File: config.mk
export PLATFORM = sky130hd
export DESIGN_NAME = alu_tile_host_driver
export DESIGN_NICKNAME = d
export VERILOG_FILES = /design/src/rtl/alu_tile_host_driver.sv
export SDC_FILE = /design/constraint.sdc
export NUM_CORES = 1
export LEC_CHECK = 0
export CAP_MARGIN = 0
export CORE_MARGIN = 5
export CORE_UTILIZATION = 31
export CTS_CLUSTER_DIAMETER = 150
export DETAILED_ROUTE_END_ITERATION = 10
export PLACE_DENSITY = 0.6
export SLEW_MARGIN = 0
export SYNTH_ARGS = -nofsm -noshare
export SYNTH_HDL_FRONTEND = slang
export SYNTH_SLANG_ARGS = --single-unit
File: constraint.sdc
create_clock -name clk -period 5.2 [get_ports clk]
set_input_delay 0.52 -clock clk [delete_from_list [all_inputs] [get_ports clk]]
set_output_delay 0.52 -clock clk [all_outputs]
set_load 0.1 [all_outputs]
File: src/rtl/alu_tile_host_driver.sv
// alu_tile_host_driver: queues host commands in a small FIFO, issues them one at
// a time to an ALU tile, and returns each tile result through a valid/ready port.
// Optional feature macro: ALU_HOST_TIMEOUT_EN adds a WAIT timeout that answers
// with rsp_data=0 and rsp_timeout=1 when the tile never replies.
module alu_tile_host_driver #(
    parameter int unsigned FIFO_DEPTH     = 4,
    parameter int unsigned TIMEOUT_CYCLES = 255
) (
    input  logic        clk,
    input  logic        rst_n,
    input  logic        cmd_valid,
    output logic        cmd_ready,
    input  logic [63:0] cmd_a,
    input  logic [63:0] cmd_b,
    input  logic [15:0] cmd_ctrl,
    output logic        rsp_valid,
    input  logic        rsp_ready,
    output logic [63:0] rsp_data,
    output logic        rsp_timeout,
    output logic [63:0] host_in_a,
    output logic [63:0] host_in_b,
    output logic [15:0] host_in_ctrl,
    output logic        host_in_valid,
    input  logic [63:0] host_out_a,
    input  logic        host_out_valid,
    output logic        busy,
    output logic [7:0]  stray_cnt
);

    localparam int unsigned PW = (FIFO_DEPTH > 2) ? $clog2(FIFO_DEPTH) : 1;
    localparam int unsigned CW = PW + 1;
    localparam bit CFG_OK = (FIFO_DEPTH >= 2) &&
                            ((FIFO_DEPTH & (FIFO_DEPTH - 1)) == 0) &&
                            (TIMEOUT_CYCLES >= 1) && (TIMEOUT_CYCLES <= 65535);

    // Reject illegal parameter sets at elaboration time.
    if (!CFG_OK) begin : g_cfg_err
        $error("alu_tile_host_driver: illegal FIFO_DEPTH or TIMEOUT_CYCLES");
    end

    typedef enum logic [1:0] {
        IDLE  = 2'd0,
        ISSUE = 2'd1,
        WAIT  = 2'd2,
        RESP  = 2'd3
    } state_t;

    state_t        r_state;
    logic [63:0]   r_fifo_a    [FIFO_DEPTH];
    logic [63:0]   r_fifo_b    [FIFO_DEPTH];
    logic [15:0]   r_fifo_ctrl [FIFO_DEPTH];
    logic [PW-1:0] r_wr_ptr;
    logic [PW-1:0] r_rd_ptr;
    logic [CW-1:0] r_count;
    logic          r_cmd_ready;
    logic          r_busy;
    logic          r_rsp_valid;
    logic [63:0]   r_rsp_data;
    logic [63:0]   r_host_a;
    logic [63:0]   r_host_b;
    logic [15:0]   r_host_ctrl;
    logic          r_host_valid;
    logic [7:0]    r_stray_cnt;

    logic          w_push;
    logic          w_pop;
    logic          w_resp_done;
    logic          w_idle_nxt;
    logic [CW-1:0] w_count_nxt;

    // Handshake decode and next-cycle occupancy / FSM-idle prediction.
    assign w_push      = cmd_valid && r_cmd_ready;
    assign w_pop       = (r_state == IDLE) && (r_count != '0);
    assign w_resp_done = (r_state == RESP) && rsp_ready;
    assign w_idle_nxt  = ((r_state == IDLE) && !w_pop) || w_resp_done;
    assign w_count_nxt = r_count + CW'(w_push) - CW'(w_pop);

    // FIFO payload storage; entries need no reset because pointers gate them.
    always_ff @(posedge clk) begin
        if (w_push) begin
            r_fifo_a[r_wr_ptr]    <= cmd_a;
            r_fifo_b[r_wr_ptr]    <= cmd_b;
            r_fifo_ctrl[r_wr_ptr] <= cmd_ctrl;
        end
    end

    // FIFO pointers and occupancy; pointers wrap naturally at the power-of-2 depth.
    always_ff @(posedge clk) begin
        if (!rst_n) begin
            r_wr_ptr <= '0;
            r_rd_ptr <= '0;
            r_count  <= '0;
        end else begin
            if (w_push) r_wr_ptr <= r_wr_ptr + PW'(1);
            if (w_pop)  r_rd_ptr <= r_rd_ptr + PW'(1);
            r_count <= w_count_nxt;
        end
    end

    // Registered cmd_ready and busy derived from next-cycle state.
    always_ff @(posedge clk) begin
        if (!rst_n) begin
            r_cmd_ready <= 1'b0;
            r_busy      <= 1'b0;
        end else begin
            r_cmd_ready <= (w_count_nxt != CW'(FIFO_DEPTH));
            r_busy      <= !w_idle_nxt || (w_count_nxt != '0);
        end
    end

`ifdef ALU_HOST_TIMEOUT_EN
    logic [15:0] r_to_cnt;
    logic        r_rsp_timeout;
    logic        w_to_hit;

    assign w_to_hit    = ((17'(r_to_cnt) + 17'd1) == 17'(TIMEOUT_CYCLES));
    assign rsp_timeout = r_rsp_timeout;
`else
    assign rsp_timeout = 1'b0;
`endif

    // Control FSM: pop, issue a single-cycle tile request, wait, hold response.
    always_ff @(posedge clk) begin
        if (!rst_n) begin
            r_state      <= IDLE;
            r_host_valid <= 1'b0;
            r_host_a     <= '0;
            r_host_b     <= '0;
            r_host_ctrl  <= '0;
            r_rsp_valid  <= 1'b0;
            r_rsp_data   <= '0;
`ifdef ALU_HOST_TIMEOUT_EN
            r_to_cnt      <= '0;
            r_rsp_timeout <= 1'b0;
`endif
        end else begin
            r_host_valid <= 1'b0;
            case (r_state)
                IDLE: begin
                    if (w_pop) begin
                        r_host_a     <= r_fifo_a[r_rd_ptr];
                        r_host_b     <= r_fifo_b[r_rd_ptr];
                        r_host_ctrl  <= r_fifo_ctrl[r_rd_ptr];
                        r_host_valid <= 1'b1;
                        r_state      <= ISSUE;
                    end
                end
                ISSUE: begin
`ifdef ALU_HOST_TIMEOUT_EN
                    r_to_cnt <= '0;
`endif
                    r_state <= WAIT;
                end
                WAIT: begin
                    // A tile result takes priority over a coincident timeout.
                    if (host_out_valid) begin
                        r_rsp_data  <= host_out_a;
                        r_rsp_valid <= 1'b1;
`ifdef ALU_HOST_TIMEOUT_EN
                        r_rsp_timeout <= 1'b0;
`endif
                        r_state     <= RESP;
                    end
`ifdef ALU_HOST_TIMEOUT_EN
                    else if (w_to_hit) begin
                        r_rsp_data    <= '0;
                        r_rsp_valid   <= 1'b1;
                        r_rsp_timeout <= 1'b1;
                        r_state       <= RESP;
                    end else begin
                        r_to_cnt <= r_to_cnt + 16'd1;
                    end
`endif
                end
                RESP: begin
                    if (rsp_ready) begin
                        r_rsp_valid <= 1'b0;
                        r_state     <= IDLE;
                    end
                end
                default: r_state <= IDLE;
            endcase
        end
    end

    // Saturating count of tile results that arrive when nothing is awaited.
    always_ff @(posedge clk) begin
        if (!rst_n) begin
            r_stray_cnt <= '0;
        end else if (host_out_valid && (r_state != WAIT) && (r_stray_cnt != 8'hFF)) begin
            r_stray_cnt <= r_stray_cnt + 8'd1;
        end
    end

    assign cmd_ready     = r_cmd_ready;
    assign busy          = r_busy;
    assign rsp_valid     = r_rsp_valid;
    assign rsp_data      = r_rsp_data;
    assign host_in_a     = r_host_a;
    assign host_in_b     = r_host_b;
    assign host_in_ctrl  = r_host_ctrl;
    assign host_in_valid = r_host_valid;
    assign stray_cnt     = r_stray_cnt;

endmodule

Word-level counts from Yosys, hierarchy flattened
Memory sizes are Yosys's and may differ from the RTL's. A register that Yosys moved wholly into a read port is not among the register bits.
Index checks and enable logic that the tools add are counted.
{"block": "word_totals", "mem_bits_ro": 0, "word_cells": 59, "out_inout_bits": 221, "latchBits": 0, "inputBits": 213, "ram_bits": 576, "memories": 3, "reg_bits": 85}
{"block": "op_classes", "n_eq_ne": 9, "n_div": 0, "muxes": 10, "shifts": 0, "mul": 0, "order_cmp": 0, "bitwise": 0, "n_reduce_logical": 22, "add_sub_neg": 5}
{"memory": "r_fifo_a", "depth": 4, "width": 64, "read_ports": 1, "rd_clocked_by_memory_dff": 1, "write_ports": 1, "line_no": "49", "source": "logic [63:0] r_fifo_a [FIFO_DEPTH];"}
{"memory": "r_fifo_b", "depth": 4, "width": 64, "read_ports": 1, "rd_clocked_by_memory_dff": 1, "write_ports": 1, "line_no": "50", "source": "logic [63:0] r_fifo_b [FIFO_DEPTH];"}
{"memory": "r_fifo_ctrl", "depth": 4, "width": 16, "read_ports": 1, "rd_clocked_by_memory_dff": 1, "write_ports": 1, "line_no": "51", "source": "logic [15:0] r_fifo_ctrl [FIFO_DEPTH];"}
{"op": "8-bit by 1-bit adder with 8-bit output, second input constant", "n": 1}
{"op": "2-bit inequality test, second input constant", "n": 4}
{"op": "8-bit inequality test, second input constant", "n": 1}
{"op": "2-bit one-hot mux with 4 select lines", "n": 1}
{"op": "1-bit logical AND", "n": 6}
{"op": "2-bit 2-to-1 mux", "n": 3}
{"op": "2-bit AND reduction", "n": 3}
{"op": "3-bit AND reduction", "n": 2}
{"op": "3-bit nonzero test", "n": 2}
{"op": "1-bit logical NOT", "n": 5}
{"op": "1-bit 2-to-1 mux", "n": 5}
{"op": "2-bit by 1-bit adder with 2-bit output, second input constant", "n": 2}
{"op": "2-bit == test, second input constant", "n": 2}
{"op": "3-bit by 1-bit adder with 3-bit output", "n": 1}
{"op": "3-bit inequality test, second input constant", "n": 1}
{"op": "3-bit by 1-bit subtractor with 3-bit output", "n": 1}
{"op": "2-bit by 1-bit == test with 1-bit output, second input constant", "n": 1}
{"op": "2-bit logical NOT", "n": 1}
{"op": "1-bit logical OR", "n": 2}
{"op": "1-bit one-hot mux with 2 select lines", "n": 1}
{"op": "2-bit nonzero test", "n": 1}

Logic depth before layout (Yosys ltp)
Gate-level depths: netlist of run 1.
{"block": "depth", "depth_word": 7, "ltp_mapped": 11}

Worst setup path after synthesis of run 1
No wires, ideal clock.
{"block": "synth_path", "path_kind": "flip-flop to flip-flop", "from": "reg r_cmd_ready (netlist: cmd_ready)", "to": "mem r_fifo_a[0][0], enable pin", "period_less_slack_ns": 5.011, "required_ns": 4.679, "setup_time_ns": 0.521, "n_path_buf": 0, "t_arrival_ns": 4.490, "stages_incl_launch_ff": 2, "slack_ns": 0.189, "path_cell_list": "dfxtp_1 -> and3_1"}
{"block": "synth_between", "elab_chain_len": 3}
{"item": "start, declared", "line_no": "55", "source": "logic r_cmd_ready;"}
{"item": "start signal, assigned", "line_no": "106", "source": "r_cmd_ready <= (w_count_nxt != CW'(FIFO_DEPTH));"}
{"item": "1-bit logical AND", "line_no": "72", "source": "assign w_push = cmd_valid && r_cmd_ready;"}
{"item": "1-bit 2-to-1 mux", "line_no": "80", "source": "if (w_push) begin"}
{"item": "1-bit 2-to-1 mux (not written as such)", "line_no": "81", "source": "r_fifo_a[r_wr_ptr] <= cmd_a;"}
{"item": "end, declared", "line_no": "49"}
No other way between the ends.

Final worst setup path of run 1
{"block": "layout_path", "from": "reg r_stray_cnt[2] (netlist: stray_cnt[2])", "to": "out stray_cnt[2]"}
{"item": "start, declared", "line_no": "63", "source": "logic [7:0] r_stray_cnt;"}
{"item": "start signal, assigned", "line_no": "191", "source": "r_stray_cnt <= r_stray_cnt + 8'd1;"}
{"item": "end, declared", "line_no": "27", "source": "output logic [7:0] stray_cnt"}
No word-level cell between the ends.

==> key figures, run 1 <==
Outcome
  • Outcome: finished, final reports clean

Synthesis
  • Ys Warns: 0
  • Asr flop ratio synth: 0%
  • Area fraction of the dominant cell type after synthesis: 60.54%
  • Number of synthesized flops with an enable pin: 576
  • Mapped Nets: around 1700
  • Cells after Synth: 1479
  • Post-Synthesis Cell Area: between 0.02 and 0.03 sq mm
  • Mean Syn Cell Area: slightly below 20 sq um
  • Top post-synthesis cells by area: edfxtp_1, dfxtp_1, mux4_2
  • Yosys top cell by area: edfxtp_1
  • Distinct cells, synth: 41
  • Sequential area share after synthesis: between 70% and 80%
  • Top FF cell, synth: edfxtp_1
  • Seq cells post-synth: just over 800

Setup path
  • CP top delay family: buffers and inverters
  • Crit path buf inv count: 1
  • R2R Path End: busy
  • Worst Reg2Reg Path Length in Cells: 11
  • R2R Setup Slk: approximately 2.7 ns
  • Crit Path Max Fanout: 11
  • CP Launch Type: register
  • Critical register-to-register path startpoint: r_state[1]
  • CP cell instances: clkdlybuf4s50_1
  • Delay of the slowest critical-path stage: approximately 1.3 ns
  • CP Class: register to output pin
  • Slowest-stage cell, CP: clkdlybuf4s50_1
  • Critical path capture point type: output pin
  • Crit path arrival time: 2.43 ns
  • Worst path required time: around 4.7 ns

Detailed routing
  • Drt first pass iters: 4
  • Vias/cell: approximately 4.7
  • Antenna-violating nets left: 0
  • Mean routed wirelength per cell: 21.61 um
  • Iteration-0 DRC Markers: about 1000
  • Met3 wire length: around 4800 um
  • Uppermost layer routed: met5
  • DR vias: between 15000 and 20000
  • Total Wirelength: slightly below 70000 um
  • Wire length on met2: around 34000 um
  • Post-route DRC: 0
  • M1 WL: around 28000 um

Finish
  • Ratio of cells with drive above 1 in the final layout: 16.03%
  • Most common cell after layout, fill and taps aside: edfxtp_1
  • Nets@finish: approximately 2200
  • Syn-to-layout area delta: 30.22%
  • Final Cell Area: between 0.03 and 0.04 sq mm
  • Most frequent cells in the layout: edfxtp_1, clkdlybuf4s50_1, dfxtp_1, mux4_2, a22o_1

Run
  • Max Cap Viol: 0

Clock network
  • Clk Latency, worst-skew pair: approximately 0.65 ns
  • Setup repair bufs after CTS: 0
  • Clock-pin slew on the worst setup and hold paths: about 0.06 ns
  • CTS buffer count: between 80 and 90
  • H-tree levels: 3
  • Root buffer cell: clkbuf_16
  • # resized after CTS: 0
  • Cts hold-fix bufs: 0
  • CTS sink count: around 810
  • CTS max path bufs: 3
  • CTS tree: built

Place
  • Placed cell areas: between 0.03 and 0.04 sq mm
  • Final RePlAce weighted congestion: 0.7125
  • Port bufs: between 400 and 500
  • Dpl hpwl: approximately 41000 um

Global routing
  • Global-route wire length before repair: a little over 100000 um
  • GRT Util Overall: approximately 14%
  • Remaining Overflow, GRT: 0
  • Largest net degree at the start of global routing: a little over 90
  • Vias in the first global route: between 15000 and 20000
  • Initial antenna violation count: 11

Worst hold path
  • Hold Path Depth: 3
  • Hold Crit Start: host_out_a[43]
  • Hold path endpoint: rsp_data[43]
  • HP Class: input pin to register

STA
  • Worst-margin pin slew: 1.229 ns
  • Slew headroom: between 15 and 20%
  • Final setup vio count: 0
  • Slew Viols, Final: 0
  • Final count of hold timing violations: 0
  • Max Freq: 0.3388 GHz
  • Final worst path period need: ~3.0 ns
  • Tcrit/Tclk final: 56.77%
  • Final setup TNS: 0 ns
  • Final hold slack: 0.4385 ns
  • RSZ-0062 raised after global routing: no
  • Layout Skew: 0.02118 ns

Floorplan
  • Row count: between 100 and 150
  • Core Box Area: between 0.09 and 0.1 sq mm
  • DIE WIDTH: roughly 310 um
  • Starting Density: between 30% and 40%
  • I/O Pins: about 430
  • Die Area: between 0.09 and 0.1 sq mm
  • Die height: 313.6 um

Power
  • Worst VDD drop: about 0.41 mV
  • Pleak: roughly 12 nW
  • PD cells: roughly 610 mW/mm^2
-- registers in the layout, indices dropped and copies added, names as in the netlist --
signal         flops
r_fifo_b         256
host_in_ctrl      16
r_state            2
busy               1
r_fifo_a         256
rsp_data          64
r_rd_ptr           2
host_in_a         64
r_fifo_ctrl       64
host_in_b         64
stray_cnt          8
rsp_valid          1
cmd_ready          1
r_count            3
r_wr_ptr           2
host_in_valid      1
-- layer usage --
| metal | GRT usage [%] | vias to the layer above |
|---|---|---|
| met4 | 3.904 | 6 |
| met5 | 0 | - |
| li1 | - | 6825 |
| met2 | 23.50 | 443 |
| met1 | 16.84 | 7746 |
| met3 | 4.489 | 118 |
-- worst max-delay path by stage --
stage	start	to	slack [ns]	cells after the start
final	stray_cnt[2]	stray_cnt[2]	2.25	1
after global routing	stray_cnt[2]	stray_cnt[2]	2.11	1
after CTS	stray_cnt[2]	stray_cnt[2]	2.16	1
after detailed placement	cmd_valid	busy	2.21	9
after global placement	cmd_valid	busy	2.17	9
after floorplan	cmd_ready	r_fifo_a[0][0]	0.19	1
-- power breakdown --
group	internal, mW	total [mW]	switching (mW)
logic	2.23	7.79	5.56
registers	7.82	8.34	0.517
clock network	3.82	6.39	2.57
-- area by class of cell --
cell class	instances	area [sq um]
timing repair buffer	453	4587
inverter	10	37.54
tap	1186	1484
clock inverter	60	681.9
multi-input combinational	571	6187
clock buffer	104	2322
sequential	805	21890
fill	8082	54320
antenna	5	12.51
-- logic make-up after synthesis --
logic type / synth area share, %
buffers and inverters: 1.853
AND/OR/NAND/NOR: 2.588
flip-flops: 76.59
adder cells (fa/ha/maj): 0.5518
other: 0.01313
multiplexers: 11.49
AO/OA/AOI/OAI: 6.788
XOR/XNOR: 0.1226
-- Yosys cell counts (all sizes together) (2+ instances only) --
master	count
mux2i	4
ha	11
o21a	2
nand3	2
a21oi	6
and3	5
o21ai	2
nand2	141
o311a	2
nand4	2
clkbuf	44
and3b	2
nor3b	2
a21boi	68
and4b	2
a41o	2
dfxtp	229
xnor2	4
a22o	144
a211oi	2
edfxtp	576
and2	8
o31ai	2
nor2	4
nand2b	2
buf	49
inv	10
mux4	144
-- metrics by stage --
| step | util [%] | power [mW] | setup WS [ns] | std cells |
|---|---|---|---|---|
| final | 40.65 | 22.52 | 2.248 | 3194 |
| after detailed placement | 37.35 | 16.38 | 2.207 | 3025 |
| after global routing | 40.64 | 23.44 | 2.113 | 3191 |
| after floorplan | - | 14.30 | 0.1885 | 1479 |
| after global placement | 37.35 | 16.31 | 2.169 | 3025 |
| after CTS | 40.63 | 22.88 | 2.161 | 3189 |
Power figures use the tool's default switching activity.
==> inputs of run 2 (changes only) <==
PLACE_DENSITY = 0.62   (was 0.6)
clock period = 2.5 ns   (was 5.2 ns; I/O delays follow)
==> run 2 against run 1 <==
Via count up 0.48%. Die area unchanged. Global-route usage down 0.28 points. Total power up 110%. Critical path type is now register to register. Largest cell class unchanged. Highest routed layer unchanged.
==> key figures, run 2 (synthesized netlist as in run 1, its figures left out) <==
STA
  • Max Freq: ~0.42 GHz
  • Final setup TNS: 0 ns (unchanged)
  • Layout Skew: 0.01898 ns (-0.002194 ns)
  • Worst-margin pin slew: 0.7225 ns (-0.5065 ns)
  • RSZ-0062 raised after global routing: no
  • Slew Viols, Final: 0 (unchanged)
  • Slew headroom: 51.83% (+34 points)
  • Final worst path period need: about 2.4 ns
  • Final count of hold timing violations: 0 (unchanged)
  • Final setup vio count: 0 (unchanged)
  • Tcrit/Tclk final: between 90 and 100%

Clock network
  • CTS tree: built
  • Root buffer cell: clkbuf_16
  • CTS buffer count: 87 (unchanged)
  • H-tree levels: 3 (unchanged)
  • CTS sink count: 805 (unchanged)
  • Clock-pin slew on the worst setup and hold paths: 0.06 ns (about the same)
  • Setup repair bufs after CTS: 0 (unchanged)
  • Clk Latency, worst-skew pair: 0.65 ns (about the same)
  • CTS max path bufs: 3 (unchanged)

Place
  • Placed cell areas: 0.03403 sq mm (-0.46%)
  • Post-Place Cells: 3048 (+0.76%)
  • Dpl hpwl: 41180 um (+0.51%)
  • Final RePlAce weighted congestion: 0.7489 (+5.1%)
  • Port bufs: 432 (unchanged)

Setup path
  • Worst path required time: 3.02 ns (-1.66 ns)
  • Critical path capture point type: register
  • Crit path buf inv count: 3 (+2)
  • Crit path arrival time: 2.87 ns (+0.44 ns)
  • CP top delay family: adder cells
  • Slowest-stage cell, CP: o41a_1
  • Delay of the slowest critical-path stage: 0.37 ns (-0.89 ns)
  • CP Launch Type: register
  • CP Class: register to register
  • Crit Path Max Fanout: 3 (-8)
  • CP cell instances: inv_1, ha_2, o31ai_4, inv_2, ha_1, inv_1, ha_1, fa_2, xnor2_2, xnor2_1, o41a_1

Floorplan
  • Core Box Area: 0.09152 sq mm (unchanged)
  • Row count: 111 (unchanged)
  • Die Area: 0.09833 sq mm (unchanged)
  • Die height: 313.6 um (unchanged)
  • Starting Density: 31.21% (unchanged)
  • I/O Pins: 434 (unchanged)
  • DIE WIDTH: 313.6 um (unchanged)

Finish
  • Ratio of cells with drive above 1 in the final layout: 27.65% (+12 points)
  • Layout filler cell count: 8174 (+1.1%)
  • Nets@finish: 2177 (+1.1%)
  • Fin cells: 3216 (+0.69%)
  • Most frequent cells in the layout: edfxtp_1, buf_4, dfxtp_1, clkdlybuf4s50_1
  • Final Cell Area: 0.03695 sq mm (-0.68%)
  • Most common cell after layout, fill and taps aside: edfxtp_1
  • Largest regs: r_fifo_a: 256 flops, r_fifo_b: 256 flops
  • Syn-to-layout area delta: 29.33%

Global routing
  • Met1 usage: 16.40% (-0.44 points)
  • Grt met3 use: 4.371% (-0.12 points)
  • Global-route wire length before repair: 102000 um (-1.5%)
  • Met2 usage: 23.12% (-0.38 points)
  • Remaining Overflow, GRT: 0 (unchanged)
  • GR peak layer: met2
  • Initial antenna violation count: 8 (-3)
  • Largest net degree at the start of global routing: 113 (+24%)
  • Vias in the first global route: 16754 (+2.6%)
  • GRT Util Overall: 13.49% (-0.28 points)

Power
  • Tot Pwr: 46.29 mW (+110%)
  • PD cells: 1253 mW/mm^2 (+110%)
  • Worst VDD drop: 0.9261 mV (+130%)
  • Pleak: 12.64 nW (+4.2%)

Detailed routing
  • Total Wirelength: 67350 um (-2.4%)
  • Post-route DRC: 0 (unchanged)
  • Drt first pass iters: 5 (+1)
  • Antenna-violating nets left: 0 (unchanged)
  • Vias/cell: 4.729 (-0.21%)
  • Mean routed wirelength per cell: 20.94 um (-3.1%)
  • Iteration-0 DRC Markers: 1019 (+2.1%)
  • DR vias: 15210 (+0.48%)

Outcome
  • Outcome: finished, final reports clean

Run
  • Max Cap Viol: 0 (unchanged)

Worst hold path
  • HP Class: input pin to register
-- run 2: worst register-to-register path: stages, from the launching register on --
cell     delay [ns]
dfxtp_1        0.33
inv_1          0.06
ha_2           0.20
o31ai_4        0.06
inv_2          0.06
ha_1           0.27
inv_1          0.05
ha_1           0.18
fa_2           0.36
xnor2_2        0.15
xnor2_1        0.16
o41a_1         0.37
-- run 2: stage by stage --
stage / setup slack (ns) / hold WS [ns] / utilization, %
final: 0.1466 / 0.1634 / 40.37
after global routing: 0.01705 / 0.1532 / 40.36
after CTS: 0.006664 / 0.09539 / 40.34
after detailed placement: -0.05790 / 0.4572 / 37.18
after global placement: -0.02477 / 0.4537 / 37.18
after floorplan: 0.1001 / 0.3489 / -
-- run 2: layout make-up --
cell class,instances,area [sq um],area share [%]
Antenna cell,5,12.51,0.03386
Inverter,10,37.54,0.1016
Multi-Input combinational cell,571,6200,16.78
Sequential cell,805,21890,59.25
Clock buffer,118,2445,6.617
Timing Repair Buffer,477,4434,12.00
Clock inverter,44,444.2,1.202
Tap cell,1186,1484,4.016
-- run 2: report_power, final --
group	internal (mW)	switching, mW	leakage, nW
Combinational	4.59	11.7	4.14
Clock	7.52	5.18	1.40
Sequential	16.3	0.986	7.10
Total	28.4	17.9	12.6
-- run 2: final timing paths --
path	start	cells after the start	slack, ns	to
worst max-delay path	r_state[0]	11	0.15	busy
worst min-delay path	host_out_a[53]	3	0.16	rsp_data[53]
worst max register to register	r_state[0]	11	0.15	busy
worst min register to register	rsp_data[0]	2	0.46	rsp_data[0]
-- run 2: per-layer routing --
layer | routed length, um | up-vias | share of wire, %
met1 | 27370 | 7806 | 41
met2 | 33580 | 438 | 50
li1 | - | 6863 | -
met4 | 1334 | 6 | 2.0
met3 | 5018 | 97 | 7.5
met5 | 43 | - | 0.064
-- run 2: timing repair --
action / 4_1_cts / 5_1_grt
resized for setup: 0 / 3
setup endpoints to repair: 0 / 2
endpoints found under the hold margin: 4 / 0
hold buffers: 1 / 0
==> inputs of run 3 (changes only) <==
CORE_MARGIN = 2   (was 5)
==> run 3 against run 2 <==
Clock skew rose by 0.0024 ns. Largest cell class unchanged. Critical path type unchanged. Sequential power barely moved. Sequential share of layout area barely moved. Non-clock buffer count rose by 8.
==> key figures, run 3 (synthesized netlist as in run 1, its figures left out) <==
Outcome
  • Outcome: finished, final reports clean

STA
  • Final count of hold timing violations: 0 (unchanged)
  • Slew Viols, Final: 0 (unchanged)
  • Final setup vio count: 0 (unchanged)
  • RSZ-0062 raised after global routing: no
  • Final setup TNS: 0 ns (unchanged)
  • Tcrit/Tclk final: 95.62% (+1.5 points)
  • Layout Skew: 0.02137 ns (+0.002393 ns)
  • Slew headroom: 51.73% (-0.10 points)
  • Max Freq: 0.4183 GHz (-1.6%)
  • Worst-margin pin slew: 0.7241 ns (+0.001571 ns)
  • Final worst path period need: 2.390 ns (+0.03707 ns)
  • Final worst slack: 0.1095 ns (-0.03707 ns)

Setup path
  • Crit path buf inv count: 3 (unchanged)
  • CP top delay family: adder cells
  • Crit path arrival time: 2.91 ns (+0.04 ns)
  • CP Launch Type: register
  • CP Class: register to register
  • CP cell instances: inv_1, ha_2, o31ai_4, inv_2, ha_1, inv_1, ha_1, fa_2, xnor2_2, xnor2_2, o41a_1
  • Worst path required time: 3.02 ns (about the same)
  • Slowest-stage cell, CP: fa_2
  • Critical path capture point type: register
  • Crit Path Max Fanout: 3 (unchanged)
  • Delay of the slowest critical-path stage: 0.38 ns (about the same)

Finish
  • Ratio of cells with drive above 1 in the final layout: 27.66% (about the same)
  • Nets@finish: 2184 (+0.32%)
  • Largest regs: r_fifo_a: 256 flops, r_fifo_b: 256 flops
  • Final core occ: 40.39% (about the same)
  • Most frequent cells in the layout: edfxtp_1, buf_4, dfxtp_1, clkdlybuf4s50_1
  • Most common cell after layout, fill and taps aside: edfxtp_1
  • Syn-to-layout area delta: 29.40% (about the same)

Clock network
  • CTS buffer count: 86 (-1.1%)
  • Clock-pin slew on the worst setup and hold paths: 0.06 ns (about the same)
  • Setup repair bufs after CTS: 0 (unchanged)
  • CTS sink count: 805 (unchanged)
  • Clk Latency, worst-skew pair: 0.64 ns (about the same)
  • H-tree levels: 3 (unchanged)
  • CTS max path bufs: 3 (unchanged)
  • Root buffer cell: clkbuf_16
  • CTS tree: built

Detailed routing
  • Post-route DRC: 0 (unchanged)
  • Antenna-violating nets left: 0 (unchanged)
  • Iteration-0 DRC Markers: 1025 (+0.59%)
  • Mean routed wirelength per cell: 20.76 um (-0.85%)
  • Drt first pass iters: 7 (+2)
  • Total Wirelength: 66880 um (-0.70%)
  • DR vias: 15358 (+0.97%)
  • Vias/cell: 4.768 (+0.82%)

Global routing
  • Remaining Overflow, GRT: 0 (unchanged)
  • GRT Util Overall: 13.94% (+0.45 points)
  • Initial antenna violation count: 9 (+1)
  • Global-route wire length before repair: 99400 um (-2.5%)
  • Largest net degree at the start of global routing: 87 (-23%)
  • Vias in the first global route: 16286 (-2.8%)

Floorplan
  • Starting Density: 31.21% (unchanged)
  • Die Area: 0.09460 sq mm (-3.8%)
  • I/O Pins: 434 (unchanged)
  • Row count: 111 (unchanged)
  • Core Box Area: 0.09152 sq mm (unchanged)
  • DIE WIDTH: 307.6 um (-1.9%)
  • Die height: 307.6 um (-1.9%)

Place
  • Dpl hpwl: 41310 um (+0.33%)
  • Setup WS pre-CTS: -0.06423 ns (-0.006329 ns)
  • Final RePlAce weighted congestion: 0.7364 (-1.7%)
  • Port bufs: 432 (unchanged)

Run
  • Max Cap Viol: 0 (unchanged)

Worst hold path
  • HP Class: input pin to register

Power
  • PD cells: 1245 mW/mm^2 (-0.60%)
  • Worst VDD drop: 1.137 mV (+23%)
  • Pleak: 12.65 nW (+0.10%)
==> run 3: worst reg2reg max path, stage by stage (launching register included) <==
cell and delay [ns]:
dfxtp_1 0.33, inv_1 0.06, ha_2 0.20, o31ai_4 0.07, inv_2 0.06, ha_1 0.27, inv_1 0.04, ha_1 0.19
fa_2 0.38, xnor2_2 0.16, xnor2_2 0.16, o41a_1 0.37
==> run 3: worst paths after layout <==
path | from | end | slack [ns] | depth (start not counted)
min reg2reg | rsp_data[61] | rsp_data[61] | 0.46 | 2
max reg2reg | r_state[0] | busy | 0.11 | 11
max | r_state[0] | busy | 0.11 | 11
min | host_out_a[62] | rsp_data[62] | 0.17 | 3
==> run 3: layer usage <==
layer	GRT usage [%]	share of wire (%)	vias up
li1	-	-	6874
met1	16.59	40	7905
met2	23.57	50	440
met3	4.769	7.4	125
met4	4.719	2.8	14
met5	0	0.14	-
==> run 3: timing repair <==
item,CTS,global route
pin swaps,0,0
gates cloned,0,0
endpoints found under the hold margin,2,0
gates resized for setup,1,3
hold buffers,1,0
setup endpoints to repair,1,2
==> run 3: power by group <==
| part | switching (mW) | internal (mW) |
|---|---|---|
| clock | 5.15 | 7.20 |
| combinational | 11.8 | 4.69 |
| sequential | 0.927 | 16.3 |
==> run 3: area by class of cell <==
cell class / count / area [sq um]
clock buffers: 131 / 2566
repair buffers: 485 / 4557
fillers: 8160 / 54560
inverters: 10 / 37.54
multi-input cells: 571 / 6207
clock inverters: 30 / 215.2
diodes: 3 / 7.507
well taps: 1186 / 1484
flip-flops and latches: 805 / 21890
==> run 3: per-stage QoR <==
stage,hold slack (ns),area (sq um),power (mW),instances
CTS,0.09217,36940,46.66,3218
finish,0.1689,36970,46.03,3221
global route,0.1329,36960,47.86,3220
global placement,0.4537,34150,33.92,3056
detailed placement,0.4592,34150,34.13,3056
floorplan,0.3489,28590,29.67,1479
